**config.mk**
```make
export PLATFORM = sky130hd
export DESIGN_NAME = counter_24
export DESIGN_NICKNAME = d
export VERILOG_FILES = /design/src/rtl/counter_24.sv
export SDC_FILE = /design/constraint.sdc
export NUM_CORES = 1
export LEC_CHECK = 0
export BUFFER_PORTS_ARGS = -buffer_cell sky130_fd_sc_hd__buf_2
export CORE_AREA = 5 5 42 44
export DETAILED_ROUTE_END_ITERATION = 10
export DIE_AREA = 0 0 47 49
export PLACE_DENSITY = 0.66
export SLEW_MARGIN = 40
export SYNTH_ARGS = -nofsm -noshare
export SYNTH_HDL_FRONTEND = slang
export SYNTH_SLANG_ARGS = --single-unit
```
**constraint.sdc**
```tcl
create_clock -name clk -period 1.38 [get_ports clk]
set_input_delay 0.276 -clock clk [delete_from_list [all_inputs] [get_ports clk]]
set_output_delay 0.276 -clock clk [all_outputs]
set_load 0.1 [all_outputs]
```
**src/rtl/counter_24.sv**
```systemverilog
`default_nettype none
// ============================================================================
//  Module   : counter_24
//  Purpose  : Two-digit BCD hour counter, modulus 24 (00..23).
//             Advances one step on every rising clk edge with en high,
//             wrapping 23 -> 00. Any illegal BCD/hour code is replaced by
//             00 on the next enabled edge.
//  Ports    : clk  - rising-edge clock
//             cr   - synchronous clear, active-high, highest priority
//             en   - count enable, active-high
//             data - registered BCD value {tens[3:0], ones[3:0]}
//             co   - combinational carry-out, high while the next
//                    enabled edge will wrap 23 -> 00
//  Revision : 1.0  initial release
// ============================================================================
module counter_24 (
  input  logic       clk,
  input  logic       cr,
  input  logic       en,
  output logic [7:0] data,
  output logic       co
);

  localparam logic [3:0] C_ONES_MAX = 4'd9;
  localparam logic [3:0] C_TENS_MAX = 4'd2;
  localparam logic [3:0] C_LAST_HR  = 4'd3;   // highest ones digit when tens==2
  localparam logic [7:0] C_WRAP_VAL = 8'h23;
  localparam logic [7:0] C_ZERO     = 8'h00;

  logic [7:0] r_data;
  logic [3:0] w_ones;
  logic [3:0] w_tens;
  logic       w_legal;
  logic       w_at_max;
  logic [7:0] w_next;

  assign w_ones = r_data[3:0];
  assign w_tens = r_data[7:4];

  // A code is legal only when it names an hour 00..23 in BCD.
  always_comb begin
    w_legal = 1'b0;
    if (w_tens < C_TENS_MAX) begin
      w_legal = (w_ones <= C_ONES_MAX);
    end else if (w_tens == C_TENS_MAX) begin
      w_legal = (w_ones <= C_LAST_HR);
    end
  end

  assign w_at_max = (r_data == C_WRAP_VAL);

  // Next-value decode. The wrap and illegal cases both collapse to 00, and
  // the ones->tens carry is only taken from a legal state, so tens never
  // exceeds 2 and no digit ever carries outside its own nibble.
  always_comb begin
    w_next = C_ZERO;
    if (!w_legal || w_at_max) begin
      w_next = C_ZERO;
    end else if (w_ones == C_ONES_MAX) begin
      w_next = {w_tens + 4'd1, 4'd0};
    end else begin
      w_next = {w_tens, w_ones + 4'd1};
    end
  end

  always_ff @(posedge clk) begin
    if (cr) begin
      r_data <= C_ZERO;
    end else if (en) begin
      r_data <= w_next;
    end
  end

  assign data = r_data;

  // Equality with 23 already excludes every illegal code, so co stays low
  // in illegal states without an extra legality term.
  assign co = en & ~cr & w_at_max;

endmodule
`default_nettype wire

```
* Word level (Yosys, flattened, before mapping)
Index checks and enable logic that the tools add are counted.
** Storage, ports and cells
- Flip-flop bits (word level) :: 8
- Input port bits :: 3
- Output and inout bits :: 9
- Word-level logic and storage cells :: 21
** Operators by class
- $add $sub $neg :: 2
- Magnitude comparators :: 3
- Eq/ne operators :: 3
- Mux-type cells :: 4
- Bitwise operators :: 3
- Reductions and logical operators :: 4
** Operator list (count)
- 8-bit two-way mux :: 2
- 4-bit by 1-bit adder with 4-bit output, second input constant :: 2
- 8-bit by 6-bit == test with 1-bit output, second input constant :: 1
- 4-bit by 2-bit == test with 1-bit output, second input constant :: 1
- 4-bit == test, second input constant :: 1
- 4-bit by 2-bit less-or-equal comparator with 1-bit output, second input constant :: 1
- 4-bit less-or-equal comparator, second input constant :: 1
- 4-bit by 2-bit less-than comparator with 1-bit output, second input constant :: 1
- 1-bit bitwise AND :: 2
- 1-bit two-way mux :: 2
- 2-bit AND reduction :: 1
- 2-bit nonzero test :: 1
- 1-bit zero test :: 1
- 1-bit logical OR :: 1
- 1-bit inverter :: 1

* Depth between registers and ports, before layout
Gate-level depths: netlist of run 1.
- Depth in word-level cells :: 7
- Mapped depth :: 7
- Depth with buffers taken out :: 7

* Worst setup path after synthesis of run 1
Ideal clock, no wire load.
- Path kind :: flip-flop to output port
- Start :: register r_data[5] (netlist: data[5])
- End :: output port co
- Arrival time :: 4387 ps
- Data required time :: 1104 ps
- Setup slack :: -3283 ps
- Cell stages (with the launch flop) :: 5
- Cell sequence :: dfxtp_1 ha_1 nor2b_1 nand2_1 nor4_1
** On the way
- Longest elaborated chain between the ends :: 2
** Ends and longest elaborated chain
- from (decl) :: line 30 : logic [7:0] r_data;
- from (signal assigned) :: line 70 : r_data <= w_next;
- 8-bit by 6-bit == test with 1-bit output :: line 50 : assign w_at_max = (r_data == C_WRAP_VAL);
- 1-bit bitwise AND :: line 78 : assign co = en & ~cr & w_at_max;
- to (decl) :: line 21 : output logic co
Every way passes these cells.

* Worst setup path in the final report of run 1
- Start :: register r_data[4] (netlist: data[4])
- End :: output port co
The elaborated chain is that of the path after synthesis.

==> results.sh, run 1 <==
export IMPL_cts_root_buf="clkbuf_4"
export IMPL_fin_crit_ns=1.72
export IMPL_dieArea_um2=2300
export IMPL_drcViolationCount=0
export IMPL_clk_latency_ns=0.26
export IMPL_crit_slowest_cell="dfxtp_4"
export IMPL_drt_pass1_iterations=4
export IMPL_core_area_um2=1400
export IMPL_drt_iter0_drc=8
export IMPL_synth_area_um2=470
export IMPL_netlist_top_cells_area="dfxtp_1, ha_1, nand3_1"
export IMPL_worstPathRequired_ns=1.10
export IMPL_hold_path_class="input port to flip-flop"
export IMPL_holdBufCountCts=0
export IMPL_rrSetupSlack_ns=-0.21
export IMPL_fp_row_count=14
export IMPL_nets=85
export IMPL_synth_fp_nets=61
export IMPL_outcome="finished with violations"
export IMPL_crit_buf_inv=2
export IMPL_crit_arrival_ns=1.45
export IMPL_cts_max_level=1
export IMPL_syn_inst=56
export IMPL_worstHoldStart="en"
export IMPL_grt_pass1_wl_um=2090
export IMPL_fill_cells=127
export IMPL_cp_end_kind="primary output"
export IMPL_crit_type="flip-flop to primary output"
export IMPL_clock_sinks=8
export IMPL_finalHoldViolCount=0
export IMPL_max_freq_mhz=580
export IMPL_max_slew_margin_rel_pct=68.0
export IMPL_rsz0062_at_grt="true"
export IMPL_syn_to_final_growth_pct=77.1
export IMPL_synth_top_area_share_pct=34.0
export IMPL_yosysTopAreaCell="dfxtp_1"
export IMPL_wl_per_cell_um=13.4
export IMPL_fin_total_pwr_mw=0.548
export IMPL_viasPerCell=5.35
export IMPL_worstPathMaxFanout=2
export IMPL_crit_chain="inv_2 -> ha_4 -> nor2b_4 -> nand2_2 -> nor4_4 -> buf_12"
export IMPL_ys_ff_latch=8
export IMPL_ys_async_sr_fraction_pct=0
export IMPL_initial_core_util_pct=33.6
export IMPL_synth_distinct_cells=28
export IMPL_synth_common_cells="dfxtp_1, inv_1, nand2_1"
export IMPL_io_buffers=11
export IMPL_dr_total_vias=508
export IMPL_gp_congestion=0.784
export IMPL_min_to="data[6]"
export IMPL_synth_edf_count=0
export IMPL_irDropWorstVdd_mv=0.443
export IMPL_yosysSeqAreaShare_pct=34.0
export IMPL_io_pins=12
export IMPL_setup_viol=9
export IMPL_die_h_um=49
export IMPL_yosysWarningCount=0
export IMPL_diodes=0
export IMPL_ant_nets=0
export IMPL_worstMarginPinSlew_ns=0.484
export IMPL_largest_reg_flops=8
export IMPL_whs_path_depth=3
export IMPL_worst_clock_skew_ns=0.00944
export IMPL_overflow=0
export IMPL_r2r_start="data[4]"
export IMPL_cpLargestDelayFamily="simple AND/OR/NAND/NOR gates"
export IMPL_clockBufferDepth=2
export IMPL_drive_above_1_share_pct=55.7
export IMPL_grt_max_degree=11
export IMPL_synth_area_per_cell_um2=8.40
export IMPL_fin_ws_ns=-0.343
export IMPL_critical_path_max_stage_delay_ns=0.34
export IMPL_cts_made_buffers=3
export IMPL_startpoint_type="flip-flop"
export IMPL_fin_setup_tns_ns=-1.46
export IMPL_cts_tree="built"
export IMPL_grt_usage_pct=12.5
export IMPL_totalWireLength_um=1270
export IMPL_die_w_um=47
export IMPL_p_per_area_nw_per_um2=657
export IMPL_antenna_found_initial=0
export IMPL_slew_viol_final=0
export IMPL_drv_cap=0
export IMPL_clkTransAtPathRegs_ns=0.06
export IMPL_violations="negative setup slack"
export IMPL_yosys_cell_count_top_type="dfxtp_1"
export IMPL_dpl_hpwl_um=884
export IMPL_timing_final_crit_share_pct=125
export IMPL_p_leak_nw=0.321
export IMPL_timing_rr_end="data[5]"
export IMPL_grt_pass1_vias=504
export IMPL_synth_ff_type="dfxtp_1"
export IMPL_ff2ff_path_depth=8
## report_power, final
group          internal (mW)  total, mW  switching (mW)
Combinational         0.0387      0.103          0.0648
Clock                  0.111      0.201          0.0894
Sequential             0.231      0.244          0.0124
Total                  0.381      0.548           0.167
## metrics by stage
step | hold slack (ns) | cell area [um^2] | utilization [%] | worst slack, ns | instances
floorplan | 0.388 | 526 | - | -0.886 | 56
global placement | 0.504 | 769 | 54.9 | -0.0826 | 89
detailed placement | 0.510 | 769 | 54.9 | -0.0903 | 89
CTS | 0.359 | 826 | 58.9 | -0.354 | 95
global route | 0.374 | 833 | 59.5 | -0.404 | 95
finish | 0.372 | 833 | 59.5 | -0.343 | 95
## cell type report
cell class	instances	area (um^2)	area share, %
inverters	5	18.8	2.25
flip-flops and latches	8	178	21.3
well taps	16	20.0	2.40
repair buffers	20	243	29.1
multi-input cells	42	348	41.7
clock buffers	4	26.3	3.15
## worst register-to-register path, stage by stage (launching register included)
cell     delay (ns)
dfxtp_4        0.34
inv_2          0.04
ha_4           0.14
nor2b_4        0.12
buf_4          0.14
a41o_1         0.21
a21oi_4        0.17
nor2_4         0.07
o32ai_2        0.26
## layer usage
layer / up-vias / GRT usage (%) / routed length (um)
li1: 249 / - / -
met1: 234 / 15.3 / 502
met2: 19 / 17.2 / 632
met3: 6 / 7.01 / 93
met4: 0 / 5.99 / 41
met5: - / 0 / 0
## cell usage in the layout, fill, tap and decap left out, types with 2 or more instances in the layout
master    instances
buf_4             9
buf_12            8
dfxtp_2           5
inv_1             4
nand2_1           4
nor2_1            4
nand3_1           4
a21oi_1           3
clkbuf_4          3
dfxtp_4           3
buf_2             3
nand2_2           2
o21ai_1           2
nand2b_1          2
## how the worst max path moves through the flow
stage                       start  end  slack (ns)  depth (start not counted)
final                     data[4]   co       -0.34                          6
after global routing      data[4]   co       -0.40                          6
after CTS                 data[4]   co       -0.35                          6
after detailed placement  data[4]   co       -0.09                          6
after global placement    data[4]   co       -0.08                          6
after floorplan           data[5]   co       -0.89                          4
## cell families after synthesis
| family | synth area share, % |
|---|---|
| AND/OR/NAND/NOR | 33.5 |
| AO/OA/AOI/OAI | 20.2 |
| flip-flops | 34.0 |
| buffers and inverters | 4.79 |
| adder cells (fa/ha/maj) | 5.32 |
| multiplexers | 2.13 |
## what timing repair did
| item | CTS | global route |
|---|---|---|
| setup buffers | 2 | 0 |
| pin swaps | 4 | 0 |
| endpoints found under the setup margin | 7 | 9 |
| resized for setup | 3 | 1 |
Power figures use the tool's default switching activity.
==> run 2: changes to the inputs <==
PLACE_DENSITY = 0.64   (was 0.66)
clock period = 2.2 ns   (was 1.38 ns; I/O delays follow)
==> results.sh, run 2 (synthesized netlist as in run 1, its figures left out) <==
export IMPL_drt_pass1_iterations=4
export IMPL_crit_arrival_ns=1.52
export IMPL_p_clk_share_pct=35.7
export IMPL_max_freq_mhz=510
export IMPL_diodes=0
export IMPL_die_h_um=49
export IMPL_clock_sinks=8
export IMPL_fp_row_count=14
export IMPL_wl_per_cell_um=12.1
export IMPL_cts_tree="built"
export IMPL_power_frac_seq_pct=49.1
export IMPL_placed_cell_area_um2=609
export IMPL_cts_max_level=1
export IMPL_cp_startpoint="data[4]"
export IMPL_cts_resized=0
export IMPL_hold_path_class="input port to flip-flop"
export IMPL_gp_congestion=0.802
export IMPL_max_slew_margin_rel_pct=67.8
export IMPL_core_area_um2=1400
export IMPL_clockBufferDepth=2
export IMPL_fin_crit_ns=1.96
export IMPL_io_buffers=11
export IMPL_crit_chain="inv_1 -> ha_4 -> nor2b_4 -> nand2_2 -> nor4_4 -> buf_12"
export IMPL_crit_slowest_cell="dfxtp_4"
export IMPL_setup_viol=0
export IMPL_die_w_um=47
export IMPL_mostFrequentLayoutCells="buf_2, dfxtp_2, inv_1"
export IMPL_dieArea_um2=2300
export IMPL_holdBufCountCts=0
export IMPL_antenna_found_initial=0
export IMPL_critical_path_max_stage_delay_ns=0.35
export IMPL_r2r_start="data[4]"
export IMPL_drv_cap=0
export IMPL_swShare_pct=29.6
export IMPL_finalHoldViolCount=0
export IMPL_drt_iter0_drc=14
export IMPL_design_area_um2=632
export IMPL_layout_commonest_cell="buf_2"
export IMPL_io_pins=12
export IMPL_worstHoldStart="en"
export IMPL_largest_reg_flops=8
export IMPL_dr_total_vias=436
export IMPL_grt_max_degree=12
export IMPL_cts_root_buf="clkbuf_4"
export IMPL_clk_latency_ns=0.25
export IMPL_p_leak_nw=0.247
export IMPL_nets=76
export IMPL_drive_above_1_share_pct=47.8
export IMPL_holdWs_ns=0.466
export IMPL_clkTransAtPathRegs_ns=0.05
export IMPL_postCtsSetupBuffers=0
export IMPL_p_per_area_nw_per_um2=493
export IMPL_cts_made_buffers=3
export IMPL_slew_viol_final=0
export IMPL_final_util_pct=45.1
export IMPL_internal_power_mw=0.219
export IMPL_overflow=0
export IMPL_cp_end_kind="primary output"
export IMPL_outcome="finished clean"
export IMPL_worst_clock_skew_ns=0.00239
export IMPL_rsz0062_at_grt="false"
export IMPL_initial_core_util_pct=33.6
export IMPL_power_share_combinational_pct=15.2
export IMPL_syn_to_final_growth_pct=34.3
export IMPL_dpl_hpwl_um=791
export IMPL_worstPathMaxFanout=5
export IMPL_timing_final_crit_share_pct=89.2
export IMPL_grt_pass1_vias=385
export IMPL_startpoint_type="flip-flop"
export IMPL_worstMarginPinSlew_ns=0.486
export IMPL_viasPerCell=5.13
export IMPL_ant_nets=0
export IMPL_grt_pass1_wl_um=1710
export IMPL_grt_usage_pct=10.2
export IMPL_fill_cells=147
export IMPL_totalWireLength_um=1030
export IMPL_irDropWorstVdd_mv=0.336
export IMPL_crit_type="flip-flop to primary output"
export IMPL_drcViolationCount=0
export IMPL_worstPathRequired_ns=1.76
export IMPL_netSwitchingPower_mw=0.0922
==> run 2: layout make-up <==
cell class                      instances  area [um^2]  share of cell area, %
Timing Repair Buffer                   11         70.1                   11.1
Clock buffer                            3         22.5                   3.56
Tap cell                               16         20.0                   3.17
Inverter                                5         18.8                   2.97
Sequential cell                         8          175                   27.7
Multi-Input combinational cell         42          325                   51.5
==> run 2: layer usage <==
metal  part of all wire [%]  GRT usage [%]  vias to the layer above
met4                   0.97           2.76                        0
met2                     47           13.8                       15
met5                      0              0                        -
met1                     45           13.7                      189
li1                       -              -                      230
met3                    7.1           5.54                        2
==> run 2: final timing paths <==
| kind | endpoint | slack [ns] | depth (start not counted) |
|---|---|---|---|
| worst max register to register | data[6] | 0.71 | 7 |
| worst max-delay path | co | 0.24 | 6 |
| worst min-delay path | data[6] | 0.47 | 2 |
| worst min register to register | data[4] | 0.48 | 1 |
==> run 2: critical path, delay by kind of cell (launching register included) <==
family                     cells  cell delay [ns]
buffers and inverters          2             0.29
DFF                            1             0.35
and+or+nand+nor                3             0.51
adders and majority gates      1             0.12
==> run 2: through the flow <==
step	setup TNS (ns)	setup WS, ns	total power, mW	cells
after floorplan	-0.233	-0.233	0.193	56
after global placement	0	0.493	0.203	82
after detailed placement	0	0.491	0.203	82
after CTS	0	0.218	0.317	85
after global routing	0	0.139	0.328	85
final	0	0.239	0.311	85
==> run 2: power groups by stage <==
| stage | sequential (mW) | clock (mW) | combinational (mW) |
|---|---|---|---|
| after global placement | 0.156 | 0 | 0.0475 |
| after floorplan | 0.177 | 0 | 0.0162 |
| after global routing | 0.154 | 0.125 | 0.0498 |
| after CTS | 0.153 | 0.117 | 0.0473 |
| final | 0.153 | 0.111 | 0.0473 |
| after detailed placement | 0.156 | 0 | 0.0470 |
==> run 3: changes to the inputs <==
ABC_AREA = 1   (was unset)
CAP_MARGIN = 15   (was unset)
PLACE_DENSITY = 0.67   (was 0.64)
==> results.sh, run 3 <==
export IMPL_outcome="finished clean"
export IMPL_power_frac_seq_pct=48.6
export IMPL_setup_viol=0
export IMPL_totalWireLength_um=1150
export IMPL_dr_total_vias=493
export IMPL_irDropWorstVdd_mv=0.331
export IMPL_initial_core_util_pct=36.5
export IMPL_yosysTopAreaCell="dfxtp_1"
export IMPL_max_slew_margin_rel_pct=67.8
export IMPL_slew_viol_final=0
export IMPL_multi_input_area_um2=334
export IMPL_fin_crit_ns=2.11
export IMPL_ys_async_sr_fraction_pct=0
export IMPL_ff_latch_area_um2=180
export IMPL_dpl_hpwl_um=914
export IMPL_diodes=0
export IMPL_ys_ff_latch=8
export IMPL_io_pins=12
export IMPL_synth_edf_count=0
export IMPL_largest_reg_flops=8
export IMPL_yosysSeqAreaShare_pct=31.3
export IMPL_finalHoldViolCount=0
export IMPL_cp_end_kind="primary output"
export IMPL_swShare_pct=29.8
export IMPL_rsz0062_at_grt="false"
export IMPL_p_clk_share_pct=37.0
export IMPL_worst_clock_skew_ns=0.00825
export IMPL_p_per_area_nw_per_um2=480
export IMPL_synth_ff_type="dfxtp_1"
export IMPL_ant_nets=0
export IMPL_drive_above_1_share_pct=43.9
export IMPL_startpoint_type="flip-flop"
export IMPL_crit_arrival_ns=1.67
export IMPL_mostFrequentLayoutCells="nand2_1, buf_2, nor2_1"
export IMPL_synth_area_per_cell_um2=7.42
export IMPL_postCtsSetupBuffers=0
export IMPL_yosys_cell_count_top_type="nand2_1"
export IMPL_cts_tree="built"
export IMPL_fin_ws_ns=0.0901
export IMPL_drv_cap=0
export IMPL_layout_commonest_cell="nand2_1"
export IMPL_fp_row_count=14
export IMPL_grt_usage_pct=12.5
export IMPL_drt_pass1_iterations=3
export IMPL_grt_pass1_vias=488
export IMPL_wl_per_cell_um=11.7
export IMPL_worstPathRequired_ns=1.76
export IMPL_overflow=0
export IMPL_antenna_found_initial=0
export IMPL_synth_area_um2=512
export IMPL_cts_root_buf="clkbuf_4"
export IMPL_cts_made_buffers=3
export IMPL_synth_top_area_share_pct=31.3
export IMPL_gp_congestion=0.915
export IMPL_clk_latency_ns=0.26
export IMPL_cts_resized=0
export IMPL_cts_max_level=1
export IMPL_synth_fp_nets=74
export IMPL_p_leak_nw=0.324
export IMPL_die_h_um=49
export IMPL_dp_cells=95
export IMPL_worstPathMaxFanout=4
export IMPL_max_freq_mhz=474
export IMPL_clkTransAtPathRegs_ns=0.05
export IMPL_io_buffers=11
export IMPL_crit_type="flip-flop to primary output"
export IMPL_nets=89
export IMPL_syn_to_final_growth_pct=25.4
export IMPL_layout_cells_non_filler=98
export IMPL_clock_sinks=8
export IMPL_syn_inst=69
export IMPL_power_share_combinational_pct=14.4
export IMPL_clockBufferDepth=2
export IMPL_fin_setup_tns_ns=0
export IMPL_dieArea_um2=2300
export IMPL_netlist_top_cells_area="dfxtp_1, nand2_1, nor2_4"
export IMPL_viasPerCell=5.03
export IMPL_drt_iter0_drc=9
export IMPL_netSwitchingPower_mw=0.0918
export IMPL_drcViolationCount=0
export IMPL_internal_power_mw=0.216
export IMPL_worstMarginPinSlew_ns=0.486
export IMPL_pre_cts_slack_ns=0.343
export IMPL_synth_common_cells="nand2_1, dfxtp_1, nor2_1"
export IMPL_holdWs_ns=0.457
export IMPL_hold_path_class="input port to flip-flop"
export IMPL_die_w_um=47
export IMPL_synth_distinct_cells=20
export IMPL_timing_final_crit_share_pct=95.9
export IMPL_grt_pass1_wl_um=2100
export IMPL_grt_max_degree=9
export IMPL_holdBufCountCts=0
export IMPL_core_area_um2=1400
export IMPL_yosysWarningCount=0
export IMPL_fill_cells=150
## run 3: power groups by stage
stage                     combinational (mW)  clock (mW)  sequential [mW]
after floorplan                       0.0154           0            0.173
after global placement                0.0444           0            0.152
after detailed placement              0.0441           0            0.153
after CTS                             0.0443       0.123            0.149
after global routing                  0.0474       0.130            0.150
final                                 0.0444       0.114            0.150
## run 3: cell families after synthesis
family / count (synthesis) / synth area share, %
AO/OA/AOI/OAI: 10 / 12.0
XOR/XNOR: 1 / 1.71
adder cells (fa/ha/maj): 2 / 4.89
buffers and inverters: 9 / 8.07
flip-flops: 8 / 31.3
AND/OR/NAND/NOR: 39 / 42.1
## run 3: path summary, 6_finish.rpt
path                              start       to  slack [ns]  depth (start not counted)
worst max-delay path            data[4]       co        0.09                          5
worst min-delay path                 cr  data[6]        0.46                          2
worst max register to register  data[4]  data[6]        0.91                          8
worst min register to register  data[7]  data[7]        0.48                          2
## run 3: per-stage QoR
stage	power, mW	area (um^2)	util (%)
global route	0.328	642	45.8
CTS	0.316	642	45.8
global placement	0.197	619	44.2
floorplan	0.189	556	-
detailed placement	0.197	619	44.2
finish	0.308	642	45.8
## run 3: final cells by class
class                      instances  area share (%)
multi-input combinational         52            52.0
inverter                           8            4.68
timing repair buffer              11            8.58
tap                               16            3.12
clock buffer                       3            3.51
sequential                         8            28.1
## run 3: worst max-delay path, cell delays in order (launching register included)
cell and delay [ns]:
dfxtp_4 0.35, inv_1 0.11, ha_4 0.16, nand4_2 0.18, nor3_4 0.19, buf_2 0.44
## run 3: metal layers
layer	vias up	part of all wire [%]	track usage (%)
li1	257	-	-
met1	217	45	15.9
met2	17	46	17.2
met3	2	7.6	6.27
met4	0	1.4	5.53
met5	-	0	0
